--- config.mk ---
export PLATFORM = sky130hd
export DESIGN_NAME = ccir656_timing_ctrl
export DESIGN_NICKNAME = d
export VERILOG_FILES = /design/src/rtl/ccir656_timing_ctrl.sv
export SDC_FILE = /design/constraint.sdc
export NUM_CORES = 1
export LEC_CHECK = 0
export BUFFER_PORTS_ARGS = -buffer_cell sky130_fd_sc_hd__buf_4
export CAP_MARGIN = 20
export CELL_PAD_IN_SITES_DETAIL_PLACEMENT = 0
export CELL_PAD_IN_SITES_GLOBAL_PLACEMENT = 1
export CORE_UTILIZATION = 30
export CTS_CLUSTER_DIAMETER = 120
export DETAILED_ROUTE_END_ITERATION = 6
export MAX_ROUTING_LAYER = met4
export PLACE_DENSITY_LB_ADDON = 0.2
export SYNTH_ARGS = -nofsm -noshare
export SYNTH_HDL_FRONTEND = slang
export SYNTH_SLANG_ARGS = --single-unit
--- constraint.sdc ---
create_clock -name clk27M -period 3.5 [get_ports clk27M]
set_clock_uncertainty 0.15 [all_clocks]
set_input_delay 0.175 -clock clk27M [delete_from_list [all_inputs] [get_ports clk27M]]
set_output_delay 0.175 -clock clk27M [all_outputs]
set_load 0.01 [all_outputs]
--- src/rtl/ccir656_timing_ctrl.sv ---
// BT.656 (525-line) byte-stream sequencer: line/byte counters, EAV/SAV codes, blanking fill, active fetch.
// Optional CCIR656_CLAMP_EN: clamp captured active bytes away from the reserved 0x00/0xFF codes.
module ccir656_timing_ctrl #(
    parameter int LINE_BYTES   = 1716,
    parameter int ACTIVE_BYTES = 1440,
    parameter int FRAME_LINES  = 525
) (
    input  logic       clk27M,
    input  logic       rst,
    input  logic       en,
    input  logic [7:0] px_data,
    output logic       px_req,
    output logic [7:0] data,
    output logic [9:0] line_num,
    output logic       field,
    output logic       vblank,
    output logic       sof,
    output logic       led
);

    localparam int BW = $clog2(LINE_BYTES);
    localparam logic [BW-1:0] EAV_LAST_C  = BW'(3);
    localparam logic [BW-1:0] SAV_FIRST_C = BW'(LINE_BYTES - ACTIVE_BYTES - 4);
    localparam logic [BW-1:0] HB_LAST_C   = BW'(LINE_BYTES - ACTIVE_BYTES - 5);
    localparam logic [BW-1:0] SAV_LAST_C  = BW'(LINE_BYTES - ACTIVE_BYTES - 1);
    localparam logic [BW-1:0] B_LAST_C    = BW'(LINE_BYTES - 1);
    localparam logic [9:0]    LAST_LINE_C = 10'(FRAME_LINES);

    typedef enum logic [2:0] {
        ST_IDLE,
        ST_EAV,
        ST_HBLANK,
        ST_SAV,
        ST_ACTIVE
    } state_t;

    state_t        state_q, state_d;
    logic [BW-1:0] b_q, b_d;
    logic [9:0]    ln_q, ln_d;
    logic [9:0]    line_num_q, line_num_d;
    logic          field_q, field_d;
    logic          vblank_q, vblank_d;
    logic          sof_q, sof_d;
    logic          led_q, led_d;
    logic          px_req_q, px_req_d;
    logic [7:0]    data_q, data_d;
    logic [7:0]    px_cap;
    logic [1:0]    sav_idx;

    function automatic logic field_of(input logic [9:0] ln);
        return (ln <= 10'd3) || (ln >= 10'd266);
    endfunction

    function automatic logic vblank_of(input logic [9:0] ln);
        return (ln <= 10'd19) || ((ln >= 10'd264) && (ln <= 10'd282));
    endfunction

    // Timing reference code: FF 00 00 XY, XY carrying the Hamming protection bits.
    function automatic logic [7:0] trs_byte(input logic [1:0] idx, input logic f,
                                            input logic v, input logic h);
        case (idx)
            2'd0:    return 8'hFF;
            2'd1:    return 8'h00;
            2'd2:    return 8'h00;
            default: return {1'b1, f, v, h, v ^ h, f ^ h, f ^ v, f ^ v ^ h};
        endcase
    endfunction

    function automatic logic [7:0] fill_byte(input logic odd);
        return odd ? 8'h10 : 8'h80;
    endfunction

    always_comb begin
`ifdef CCIR656_CLAMP_EN
        if (px_data == 8'hFF) begin
            px_cap = 8'hFE;
        end else if (px_data == 8'h00) begin
            px_cap = 8'h01;
        end else begin
            px_cap = px_data;
        end
`else
        px_cap = px_data;
`endif
    end

    assign sav_idx = 2'(b_q - SAV_FIRST_C);

    always_comb begin
        state_d    = state_q;
        b_d        = b_q;
        ln_d       = ln_q;
        line_num_d = line_num_q;
        field_d    = field_q;
        vblank_d   = vblank_q;
        sof_d      = 1'b0;
        led_d      = led_q;
        data_d     = 8'h10;
        case (state_q)
            ST_IDLE: begin
                if (en) begin
                    state_d = ST_EAV;
                    b_d     = '0;
                    ln_d    = 10'd1;
                end
            end
            ST_EAV: begin
                data_d = trs_byte(b_q[1:0], field_q, vblank_q, 1'b1);
                // Line-level outputs switch on the edge that emits the EAV 0xFF.
                if (b_q == '0) begin
                    line_num_d = ln_q;
                    field_d    = field_of(ln_q);
                    vblank_d   = vblank_of(ln_q);
                    sof_d      = (ln_q == 10'd1);
                    led_d      = led_q ^ (ln_q == 10'd1);
                end
                b_d = b_q + 1'b1;
                if (b_q == EAV_LAST_C) begin
                    state_d = ST_HBLANK;
                end
            end
            ST_HBLANK: begin
                data_d = fill_byte(b_q[0]);
                b_d    = b_q + 1'b1;
                if (b_q == HB_LAST_C) begin
                    state_d = ST_SAV;
                end
            end
            ST_SAV: begin
                data_d = trs_byte(sav_idx, field_q, vblank_q, 1'b0);
                b_d    = b_q + 1'b1;
                if (b_q == SAV_LAST_C) begin
                    state_d = ST_ACTIVE;
                end
            end
            ST_ACTIVE: begin
                data_d = vblank_q ? fill_byte(b_q[0]) : px_cap;
                if (b_q == B_LAST_C) begin
                    b_d = '0;
                    if (en) begin
                        state_d = ST_EAV;
                        ln_d    = (ln_q == LAST_LINE_C) ? 10'd1 : ln_q + 10'd1;
                    end else begin
                        state_d = ST_IDLE;
                    end
                end else begin
                    b_d = b_q + 1'b1;
                end
            end
            default: begin
                state_d = ST_IDLE;
                b_d     = '0;
            end
        endcase
        // Registered one slot ahead so the request lines up with the slot being decoded.
        px_req_d = (state_d == ST_ACTIVE) && !vblank_q;
    end

    always_ff @(posedge clk27M) begin
        if (rst) begin
            state_q    <= ST_IDLE;
            b_q        <= '0;
            ln_q       <= 10'd1;
            line_num_q <= 10'd1;
            field_q    <= 1'b1;
            vblank_q   <= 1'b1;
            sof_q      <= 1'b0;
            led_q      <= 1'b0;
            px_req_q   <= 1'b0;
            data_q     <= 8'h10;
        end else begin
            state_q    <= state_d;
            b_q        <= b_d;
            ln_q       <= ln_d;
            line_num_q <= line_num_d;
            field_q    <= field_d;
            vblank_q   <= vblank_d;
            sof_q      <= sof_d;
            led_q      <= led_d;
            px_req_q   <= px_req_d;
            data_q     <= data_d;
        end
    end

    assign px_req   = px_req_q;
    assign data     = data_q;
    assign line_num = line_num_q;
    assign field    = field_q;
    assign vblank   = vblank_q;
    assign sof      = sof_q;
    assign led      = led_q;

endmodule

Yosys cells after proc, flatten, opt, wreduce, memory -nomap -nowiden
Index checks and enable logic that the tools add are counted.
{ "classes": {"order_cmp": 5, "n_mux": 20, "add_sub_neg": 3, "n_eq_ne": 18, "bitwise_logic": 7, "n_reduce_logical": 16} }
{ "ops": {"columns": ["operator", "count"], "rows": [
  ["$mux W10", 4],
  ["$pmux W11 S3", 1],
  ["$pmux W8 S2", 2],
  ["$pmux W8 S4", 1],
  ["$eq A11 B9 Y1 const B", 2],
  ["$mux W11", 2],
  ["$ge A10 B9 Y1 const B", 2],
  ["$pmux W10 S2", 1],
  ["$mux W8", 2],
  ["$mux W3", 5],
  ["$pmux W3 S5", 1],
  ["$add A11 B1 Y11 const B", 1],
  ["$eq A11 B11 Y1 const B", 1],
  ["$eq A11 B2 Y1 const B", 1],
  ["$logic_not A11 Y1", 1],
  ["$add A10 B1 Y10 const B", 1],
  ["$eq A10 B1 Y1 const B", 1],
  ["$eq A10 B10 Y1 const B", 1],
  ["$le A10 B2 Y1 const B", 1],
  ["$le A10 B5 Y1 const B", 1],
  ["$le A10 B9 Y1 const B", 1],
  ["$eq A3 B2 Y1 const B", 2],
  ["$eq A3 B3 Y1 const B", 2],
  ["$ne A2 B2 Y1 const B", 3],
  ["17 further kinds", 29]
]} }
{ "totals": {"reg_bits": 47, "in_bits": 11, "out_inout_bits": 23, "word_cells": 79} }

Logic depth before layout (Yosys ltp)
Gate-level depths: netlist of run 1.
{ "logic_depth": {"ltp_word": 5, "depth_mapped": 9, "depth_no_buf": 7} }

Worst setup path before layout of run 1
Ideal clock, no wire load.
{ "synth_path": {"path_type": "reg-to-reg", "startpoint": "reg b_q[0]", "endpoint": "reg line_num_q[1] (netlist: line_num[1])", "arrival_ps": 1663, "setup_ps": 128, "slack_ps": 1559, "period_less_slack_ps": 1941, "path_stages_with_launch": 10, "t_required_ps": 3222, "path_buffers": 2, "cell_sequence": "dfxtp_1 -> inv_1 -> ha_1 -> nor4b_1 -> nand4_1 -> buf_2 -> clkbuf_1 -> nor2_1 -> a21oi_1 -> nor2_1"} }
{ "synth_between": {"elab_chain_len": 2} }
{ "synth_lines": {"columns": ["element", "line_no", "text"], "rows": [
  ["from (decl)", "38", "logic [BW-1:0] b_q, b_d;"],
  ["from (signal assigned)", "162", "b_q <= '0;"],
  ["from (signal assigned)", "173", "b_q <= b_d;"],
  ["$logic_not A11 Y1", "110", "if (b_q == '0) begin"],
  ["$reduce_and A2 Y1 (no line)", null, null],
  ["to (signal assigned)", "175", "line_num_q <= line_num_d;"],
  ["to (decl)", "40", "logic [9:0] line_num_q, line_num_d;"]
]} }
Every way passes these cells.
A chain may end at the register's enable or synchronous reset.

Worst setup path in the final report of run 1
{ "layout_path": {"startpoint": "reg b_q[0]", "endpoint": "reg ln_q[8]"} }
{ "layout_between": {"elab_chain_len": 3} }
{ "layout_lines": {"columns": ["element", "line_no", "text"], "rows": [
  ["$eq A11 B11 Y1", "138", "if (b_q == B_LAST_C) begin"],
  ["$ne A2 B2 Y1 (no line)", null, null],
  ["$reduce_and A4 Y1 (no line)", null, null],
  ["to (signal assigned)", "174", "ln_q <= ln_d;"],
  ["to (decl)", "39", "logic [9:0] ln_q, ln_d;"]
]} }
Every way passes these cells.

==> impl_metrics.csv, run 1 <==
group,metric,value,unit
setup_path,r2r_slack,1080,ps
place,placedCellCount,420,
cells_and_area,nets,348,
grt,gr-usage-all-layers,15.90,%
grt,grt_max_degree,26,
grt,grt_pass1_vias,2097,
die,rows,32,
setup_path,endpoint_kind,"register",
synth,ys_ff_latch,47,
clock_tree,cts_inserted_buffers,5,
synth,ys_warn_count,0,
synth,synth_cell_types,50,
status,status,"complete, no violations",
synth,netlist_area,2434,um^2
pwr,vdd_ir_drop_max,145.5,uV
timing,max_clock_freq,413.2,MHz
timing,hold_viol_final,0,
run,max_cap_violations,0,
clock_tree,clk_path_buf_depth,2,
timing,min_period_over_period,69.14,%
clock_tree,clock_sinks,47,
synth,synth_edf_count,0,
die,dieArea,8476,um^2
min_path,min_path_type,"primary input to register",
routing,ant_nets,0,
timing,drv_slew,0,
setup_path,critical-path-slowest-cell,"ha_1",
setup_path,crit_path_start_kind,"register",
cells_and_area,synthToLayoutAreaGrowth,19.54,%
grt,grt_pass1_wl,10470,um
routing,vias_per_cell,4.986,
setup_path,r2r-start,"b_q[0]",
cells_and_area,fin_cells,434,
cells_and_area,num-fill-cells,830,
synth,synth_top_cell_area_share,38.66,%
min_path,min_from,"rst",
synth,synth_area_leaders,"dfxtp_1 39%, nor2_1 6.8%, a21oi_1 6.2%",
grt,grt_overflow,0,
clock_tree,cts-resized-gates,0,
setup_path,criticalPathCategory,"register to register",
setup_path,startpoint,"b_q[0]",
pwr,p_per_area,371.6,nW/um^2
timing,rsz0062_at_grt,"false",
setup_path,path_cells,"ha_1 -> and4_1 -> nand4b_2 -> or3_1 -> o31ai_1",
timing,fin_crit,2420,ps
clock_tree,cts_htree_levels,2,
synth,synth_top_area_cell,"dfxtp_1",
synth,seq_area_frac_synth,38.66,%
synth,synth.net_count,318,
setup_path,required,3570,ps
die,die_x,92.07,um
synth,synthCells,301,
setup_path,max_stage_delay,580,ps
pwr,power,1.081,mW
cells_and_area,diodes,0,
setup_path,cp_max_fo,16,
place,place.gp.congestion,0.7662,
routing,dr_total_vias,2164,
routing,drc,0,
timing,max_slew_margin,59.74,%
synth,ys_top_cells_by_count,"47 x dfxtp_1, 44 x nor2_1, 30 x a21oi_1, 23 x nand2_1",
cells_and_area,drive_gt1_share,15.36,%
synth,synthFlopType,"dfxtp_1",
synth,synthArstFlopShare,0,%
die,die_y,92.07,um
clock_tree,cts-root-buf,"clkbuf_8",
timing,whs,75.08,ps
timing,setup_viol,0,
setup_path,cp_data_arrival_time,2490,ps
synth,synth_most_common_cell,"dfxtp_1",
pwr,p_leak,1.125,nW
routing,wl_per_cell,14.04,um
die,core,7767,um^2
cells_and_area,multi_input_area,1384,um^2
routing,drt_first_iter_violations,140,
routing,totalWireLength,6094,um
place,dp_hpwl,4290,um
place,io_buffers,33,
routing,firstDrtPassIters,4,
timing,worst_pin_slew,603.0,ps
clock_tree,clkTransAtPathRegs,90,ps
die,start_util,31.33,%
synth,synth.avg_cell_area,8.085,um^2
cells_and_area,register_area,940.9,um^2
grt,antenna_found_initial,0,
clock_tree,worstSkewPairLatency,300,ps
die,ioPinCount,34,
timing,fin_tns_setup,0,ps
clock_tree,cts_tree,"done",
layout make-up:
class	count	area share, %
timing repair buffer	41	11.10
tap	102	4.387
sequential	47	32.34
inverter	10	1.290
clock inverter	2	0.4731
multi-input combinational	226	47.57
clock buffer	6	2.839
critical path, delay by kind of cell, from the launching register on:
family / cells / cell delay [ps]
AND/OR/NAND/NOR: 3 / 940
flip-flops: 1 / 480
AO/OA/AOI/OAI: 1 / 200
adder cells (fa/ha/maj): 1 / 580
sequential cells by signal, indices dropped and copies added, names as in the netlist, 3 cells and up:
| signal | cells |
|---|---|
| ln_q | 10 |
| line_num | 10 |
| state_q | 3 |
| data | 8 |
| b_q | 11 |
cells in the final DEF (no fill, tap or decap), types with 3 or more instances in the layout:
master / synthesis / routed
dlygate4sd3_1: 0 / 6
clkbuf_8: 0 / 6
o32ai_1: 3 / 3
o31ai_1: 3 / 3
nand2_1: 23 / 23
nand3_1: 10 / 10
o21ai_0: 14 / 14
ha_1: 6 / 6
nand2b_1: 3 / 3
inv_1: 10 / 10
mux2i_1: 8 / 8
nand4_1: 9 / 9
and3_1: 4 / 4
xnor2_1: 11 / 11
dfxtp_1: 47 / 47
and2_1: 3 / 3
nor3_1: 11 / 11
a31oi_1: 3 / 3
nor2_1: 44 / 44
a21oi_1: 30 / 30
or3_1: 5 / 5
buf_4: 0 / 35
metal layers:
layer | global-route usage [%] | vias to the layer above | wire length (um)
li1 | - | 1128 | -
met1 | 21.88 | 989 | 3134
met2 | 23.88 | 42 | 2651
met3 | 3.068 | 5 | 262
met4 | 3.906 | 0 | 46
met5 | - | - | 0
power by group:
| group | leakage, nW | switching [mW] | internal [mW] |
|---|---|---|---|
| registers | 0.380 | 0.0237 | 0.550 |
| logic | 0.693 | 0.0863 | 0.0727 |
| clock network | 0.0516 | 0.187 | 0.162 |
stage by stage:
| step | instance area [um^2] | utilization [%] | worst slack (ps) |
|---|---|---|---|
| after global routing | 2909 | 37.45 | 853.7 |
| after detailed placement | 2753 | 35.44 | 1104 |
| final | 2909 | 37.45 | 1080 |
| after CTS | 2909 | 37.45 | 1074 |
| after global placement | 2753 | 35.44 | 1122 |
| after floorplan | 2434 | - | 1559 |
cell families after synthesis:
group | synth area share [%]
adders and majority gates | 3.085
and+or+nand+nor | 28.69
buffers and inverters | 4.473
AOI/OAI and AO/OA | 16.66
DFF | 38.66
muxes | 3.753
xor gates and xnor gates | 4.679
what timing repair did:
action,CTS,global route
setup buffers,0,0
hold buffers,6,0
endpoints found under the hold margin,6,0
final timing paths:
check                     end  cells past startpoint
hold / removal    line_num[2]                      2
setup / recovery      ln_q[8]                      5
setup reg to reg      ln_q[8]                      5
hold reg to reg   line_num[0]                      2
(Power assumes the default switching activity.)
==> run 2: changes to the inputs <==
Clock period 3.5 ns to 2.3 ns, I/O delays scaled along.
==> run 2 against run 1 <==
  * Die area did not move
  * Worst hold slack got worse by 64 ps
  * Utilization rose by 1.3 points
  * Non-clock buffer count rose by 13
  * Global-route usage fell by 0.065 points
  * Flip-flop and latch count did not move
  * Cell area rose by 3.6%
  * Sequential power rose by 50%
  * Total power rose by 61%
  * First-iteration DRC count fell by 34%
  * Fmax rose by 14%
  * Largest cell class unchanged
  * Highest routed layer unchanged
==> impl_metrics.csv, run 2 (synthesized netlist as in run 1, its figures left out) <==
group,metric,value,unit
grt,grt_overflow,0,
place,placed_cell_area,2850,um^2
routing,totalWireLength,6071,um
routing,drc,0,
place,placedCellCount,433,
cells_and_area,final_core_util,38.79,%
clock_tree,clock_sinks,47,
setup_path,criticalPathCategory,"register to register",
die,die_y,92.07,um
timing,setup_viol,0,
routing,drt_first_iter_violations,92,
pwr,sequentialPowerShare,49.7,%
routing,vias_per_cell,4.951,
routing,firstDrtPassIters,4,
cells_and_area,final_cell_mix,"48 x buf_4, 47 x dfxtp_1, 44 x nor2_1, 30 x a21oi_1, 23 x nand2_1",
die,rows,32,
timing,rsz0062_at_grt,"false",
place,dp_hpwl,4331,um
place,dp_slack,191.4,ps
die,start_util,31.33,%
setup_path,crit_path_start_kind,"register",
timing,fin_crit,2125,ps
grt,antenna_found_initial,0,
setup_path,required,2330,ps
routing,ant_nets,0,
cells_and_area,largest_reg_flops,11,
cells_and_area,nets,361,
timing,min_period_over_period,92.38,%
pwr,netSwitchingPower,453.1,uW
cells_and_area,fin_area,3013,um^2
die,die_x,92.07,um
die,dieArea,8476,um^2
clock_tree,cts_htree_levels,2,
cells_and_area,drive_gt1_share,18.02,%
clock_tree,cts_tree,"done",
grt,grt_max_degree,26,
timing,worst_pin_slew,548.1,ps
setup_path,cp_data_arrival_time,2160,ps
grt,gr-usage-all-layers,15.83,%
pwr,combPwrFrac,15.7,%
timing,max_clock_freq,470.6,MHz
cells_and_area,final_common_cell,"buf_4",
pwr,p_sw_share,26.10,%
die,core,7767,um^2
clock_tree,worstSkewPairLatency,300,ps
grt,grt_pass1_wl,10380,um
status,status,"complete, no violations",
pwr,vdd_ir_drop_max,297.5,uV
routing,wl_per_cell,13.61,um
cells_and_area,synthToLayoutAreaGrowth,23.80,%
timing,max_slew_margin,63.38,%
timing,timing.final.ws_setup,175.2,ps
pwr,p_leak,1.190,nW
clock_tree,clkTransAtPathRegs,90,ps
timing,fin_tns_setup,0,ps
cells_and_area,diodes,0,
clock_tree,cts-root-buf,"clkbuf_8",
timing,drv_slew,0,
setup_path,endpoint_kind,"register",
pwr,p_clk_share,34.7,%
place,place.gp.congestion,0.8291,
cells_and_area,fin_cells,446,
timing,hold_viol_final,0,
run,max_cap_violations,0,
pwr,internal_power,1.283,mW
clock_tree,cts_inserted_buffers,5,
setup_path,cp_max_fo,9,
die,ioPinCount,34,
routing,dr_total_vias,2208,
place,io_buffers,33,
timing,whs,11.17,ps
clock_tree,cts_setup_buffers,0,
cells_and_area,num-fill-cells,836,
pwr,p_per_area,576.1,nW/um^2
clock_tree,clk_path_buf_depth,2,
cells_and_area,regMostFlops,"b_q",
pwr,power,1.736,mW
grt,grt_pass1_vias,2090,
min_path,min_path_type,"primary input to register",
-- run 2: cell types whose count changed in the layout (fill, tap and decap cells not counted), sizes merged --
cell,change
buf,+13
bufinv,+1
clkinv,-1
inv,-1
-- run 2: what timing repair did --
| item | 4_1_cts | 5_1_grt |
|---|---|---|
| hold buffers | 6 | 0 |
| setup endpoints to repair | 0 | 0 |
| hold endpoints to repair | 6 | 0 |
| resized for setup | 0 | 0 |
-- run 2: worst paths after layout --
check	startpoint	end	slack [ps]	cells past startpoint
worst max register to register	ln_q[1]	ln_q[2]	180	7
worst min-delay path	rst	state_q[2]	10	2
worst min register to register	line_num[0]	line_num[0]	350	2
worst max-delay path	ln_q[1]	ln_q[2]	180	7
-- run 2: layout make-up --
cell class | count | area, um^2 | area share, %
multi-input combinational | 226 | 1384 | 45.93
sequential | 47 | 940.9 | 31.23
timing repair buffer | 54 | 420.4 | 13.95
tap | 102 | 127.6 | 4.236
clock buffer | 6 | 72.57 | 2.409
inverter | 10 | 37.54 | 1.246
clock inverter | 1 | 30.03 | 0.9967
-- run 2: worst max-delay path: stages, from the launching register on --
cell and delay (ps):
dfxtp_1 380, inv_1 130, ha_1 150, nor3b_1 470, a31oi_4 240, and4b_1 240
a31oi_1 140, o21ai_0 110
-- run 2: power by group through the flow --
stage                     clock network [mW]  logic (mW)  registers (mW)
after global placement                     0       0.269           0.880
final                                  0.602       0.272           0.862
after global routing                   0.664       0.306           0.866
after floorplan                            0       0.173           0.874
after detailed placement                   0       0.266           0.880
after CTS                              0.631       0.275           0.862
-- run 2: per-layer routing --
metal | wire (um) | vias to the layer above | global-route usage, %
met5 | 0 | - | -
met4 | 69 | 0 | 4.948
met3 | 227 | 8 | 3.151
met2 | 2693 | 42 | 24.94
met1 | 3081 | 1005 | 20.37
li1 | - | 1153 | -
==> run 3: changes to the inputs <==
Settings changed: BUFFER_PORTS_ARGS -buffer_cell sky130_fd_sc_hd__buf_4 to unset, DONT_BUFFER_PORTS set to 1.
==> run 3 against run 2 <==
  * Die area unchanged
  * Largest power group unchanged
  * Utilization down 3.4 points
  * Critical path type unchanged
  * Critical path depth decreased by 2
  * Routed wire length shrank 0.58%
  * Worst hold slack worse by 11 ps
  * First-iteration DRC count up 7.6%
  * Highest routed layer unchanged
  * Clock-buffer cell count stayed put
==> impl_metrics.csv, run 3 (synthesized netlist as in run 1, its figures left out) <==
group,metric,value,unit
run,max_cap_violations,0,
pwr,sequentialPowerShare,54.3,%
status,status,"complete, no violations",
pwr,p_leak,1.011,nW
clock_tree,cts_htree_levels,2,
pwr,combPwrFrac,14.2,%
die,start_util,31.33,%
die,core,7767,um^2
grt,antenna_found_initial,0,
clock_tree,clk_path_buf_depth,2,
cells_and_area,regMostFlops,"b_q",
die,rows,32,
setup_path,cpLargestDelayFamily,"compound AO/OA/AOI/OAI gates",
routing,vias_per_cell,5.118,
clock_tree,hold_buffers,7,
setup_path,path_cells,"or3b_2 -> a31oi_4 -> o21ai_0 -> a211o_1 -> o31ai_1",
place,dp_slack,252.3,ps
place,place.gp.congestion,0.8002,
place,dp_hpwl,4350,um
routing,wl_per_cell,14.58,um
setup_path,criticalPathCategory,"register to register",
cells_and_area,nets,328,
min_path,hold_path_depth,4,
timing,max_slew_margin,40.65,%
cells_and_area,register_area,940.9,um^2
cells_and_area,multi_input_area,1384,um^2
pwr,p_per_area,584.2,nW/um^2
timing,max_clock_freq,480.3,MHz
timing,setup_viol,0,
pwr,p_sw_share,28.56,%
timing,worst_pin_slew,887.4,ps
grt,grt_pass1_wl,10160,um
setup_path,crit_buf_inv,0,
clock_tree,clock_sinks,47,
setup_path,crit_cells,5,
place,io_buffers,0,
pwr,netSwitchingPower,458.8,uW
setup_path,endpoint_kind,"register",
cells_and_area,largest_reg_flops,11,
clock_tree,clkTransAtPathRegs,90,ps
routing,drc,0,
grt,gr-usage-all-layers,15.46,%
cells_and_area,diodes,0,
routing,ant_nets,0,
routing,drt_first_iter_violations,99,
clock_tree,worstSkewPairLatency,300,ps
pwr,vdd_ir_drop_max,268.1,uV
die,ioPinCount,34,
timing,fin_crit,2082,ps
timing,min_period_over_period,90.53,%
routing,totalWireLength,6036,um
grt,grt_max_degree,24,
pwr,p_clk_share,31.5,%
clock_tree,cts_inserted_buffers,5,
grt,grt_pass1_vias,1957,
setup_path,critical-path-slowest-cell,"or3b_2",
clock_tree,cts_tree,"done",
routing,firstDrtPassIters,4,
cells_and_area,final_common_cell,"dfxtp_1",
pwr,internal_power,1.148,mW
cells_and_area,drive_gt1_share,9.295,%
clock_tree,cts-root-buf,"clkbuf_8",
clock_tree,cts_setup_buffers,0,
die,die_x,92.07,um
clock_tree,cts-resized-gates,0,
timing,timing.final.ws_setup,217.8,ps
min_path,min_path_type,"primary input to register",
timing,hold_viol_final,0,
setup_path,cp_max_fo,11,
cells_and_area,num-fill-cells,845,
timing,rsz0062_at_grt,"false",
timing,fin_tns_setup,0,ps
setup_path,max_stage_delay,590,ps
cells_and_area,final_cell_mix,"47 x dfxtp_1, 44 x nor2_1, 30 x a21oi_1, 23 x nand2_1",
grt,grt_overflow,0,
timing,drv_slew,0,
routing,dr_total_vias,2119,
setup_path,crit_path_start_kind,"register",
setup_path,cp_data_arrival_time,2150,ps
pwr,power,1.607,mW
setup_path,r2r_cells,5,
die,dieArea,8476,um^2
cells_and_area,synthToLayoutAreaGrowth,13.01,%
die,die_y,92.07,um
setup_path,required,2360,ps
-- run 3: cell types whose count changed in the layout (fill, tap and decap cells not counted) --
cell	before	now
buf_4	48	14
bufinv_16	1	0
clkinv_2	0	1
clkinvlp_4	0	1
dlygate4sd3_1	6	7
-- run 3: layout make-up --
cell class / count / area share [%]
multi-input combinational: 226 / 50.32
timing repair buffer: 21 / 6.369
tap: 102 / 4.641
sequential: 47 / 34.21
inverter: 10 / 1.365
clock buffer: 6 / 2.639
clock inverter: 2 / 0.4550
-- run 3: worst paths after layout --
check / startpoint / endpoint / slack, ps
worst min register to register: led / led / 400
worst min-delay path: px_data[3] / data[3] / 0.6
worst max register to register: state_q[1] / ln_q[8] / 220
worst max-delay path: state_q[1] / ln_q[8] / 220
-- run 3: power by group through the flow --
stage               registers [mW]  logic, mW  clock network, mW
floorplan                    0.874      0.173                  0
global placement             0.893      0.216                  0
detailed placement           0.894      0.212                  0
CTS                          0.874      0.230              0.521
global route                 0.879      0.256              0.564
finish                       0.873      0.228              0.505
-- run 3: worst register-to-register path: cells and delay by family (launching register included) --
kind	cells	cell delay [ps]
AO/OA/AOI/OAI	4	820
flip-flops	1	440
AND/OR/NAND/NOR	1	590
-- run 3: metrics by stage --
step	std cells	hold slack, ps	util [%]	cell area, um^2
final	414	0.6239	35.41	2750
after global routing	414	14.98	35.41	2750
after CTS	414	1.265	35.41	2750
after detailed placement	399	41.54	33.41	2595
after global placement	399	39.33	33.41	2595
after floorplan	301	104.5	-	2434
-- run 3: routing by layer --
metal	track usage, %	share of wire (%)	vias to the layer above
li1	-	-	1091
met1	21.88	53	978
met3	3.234	3.5	5
met4	4.297	0.73	0
met5	-	0	-
met2	22.01	43	45
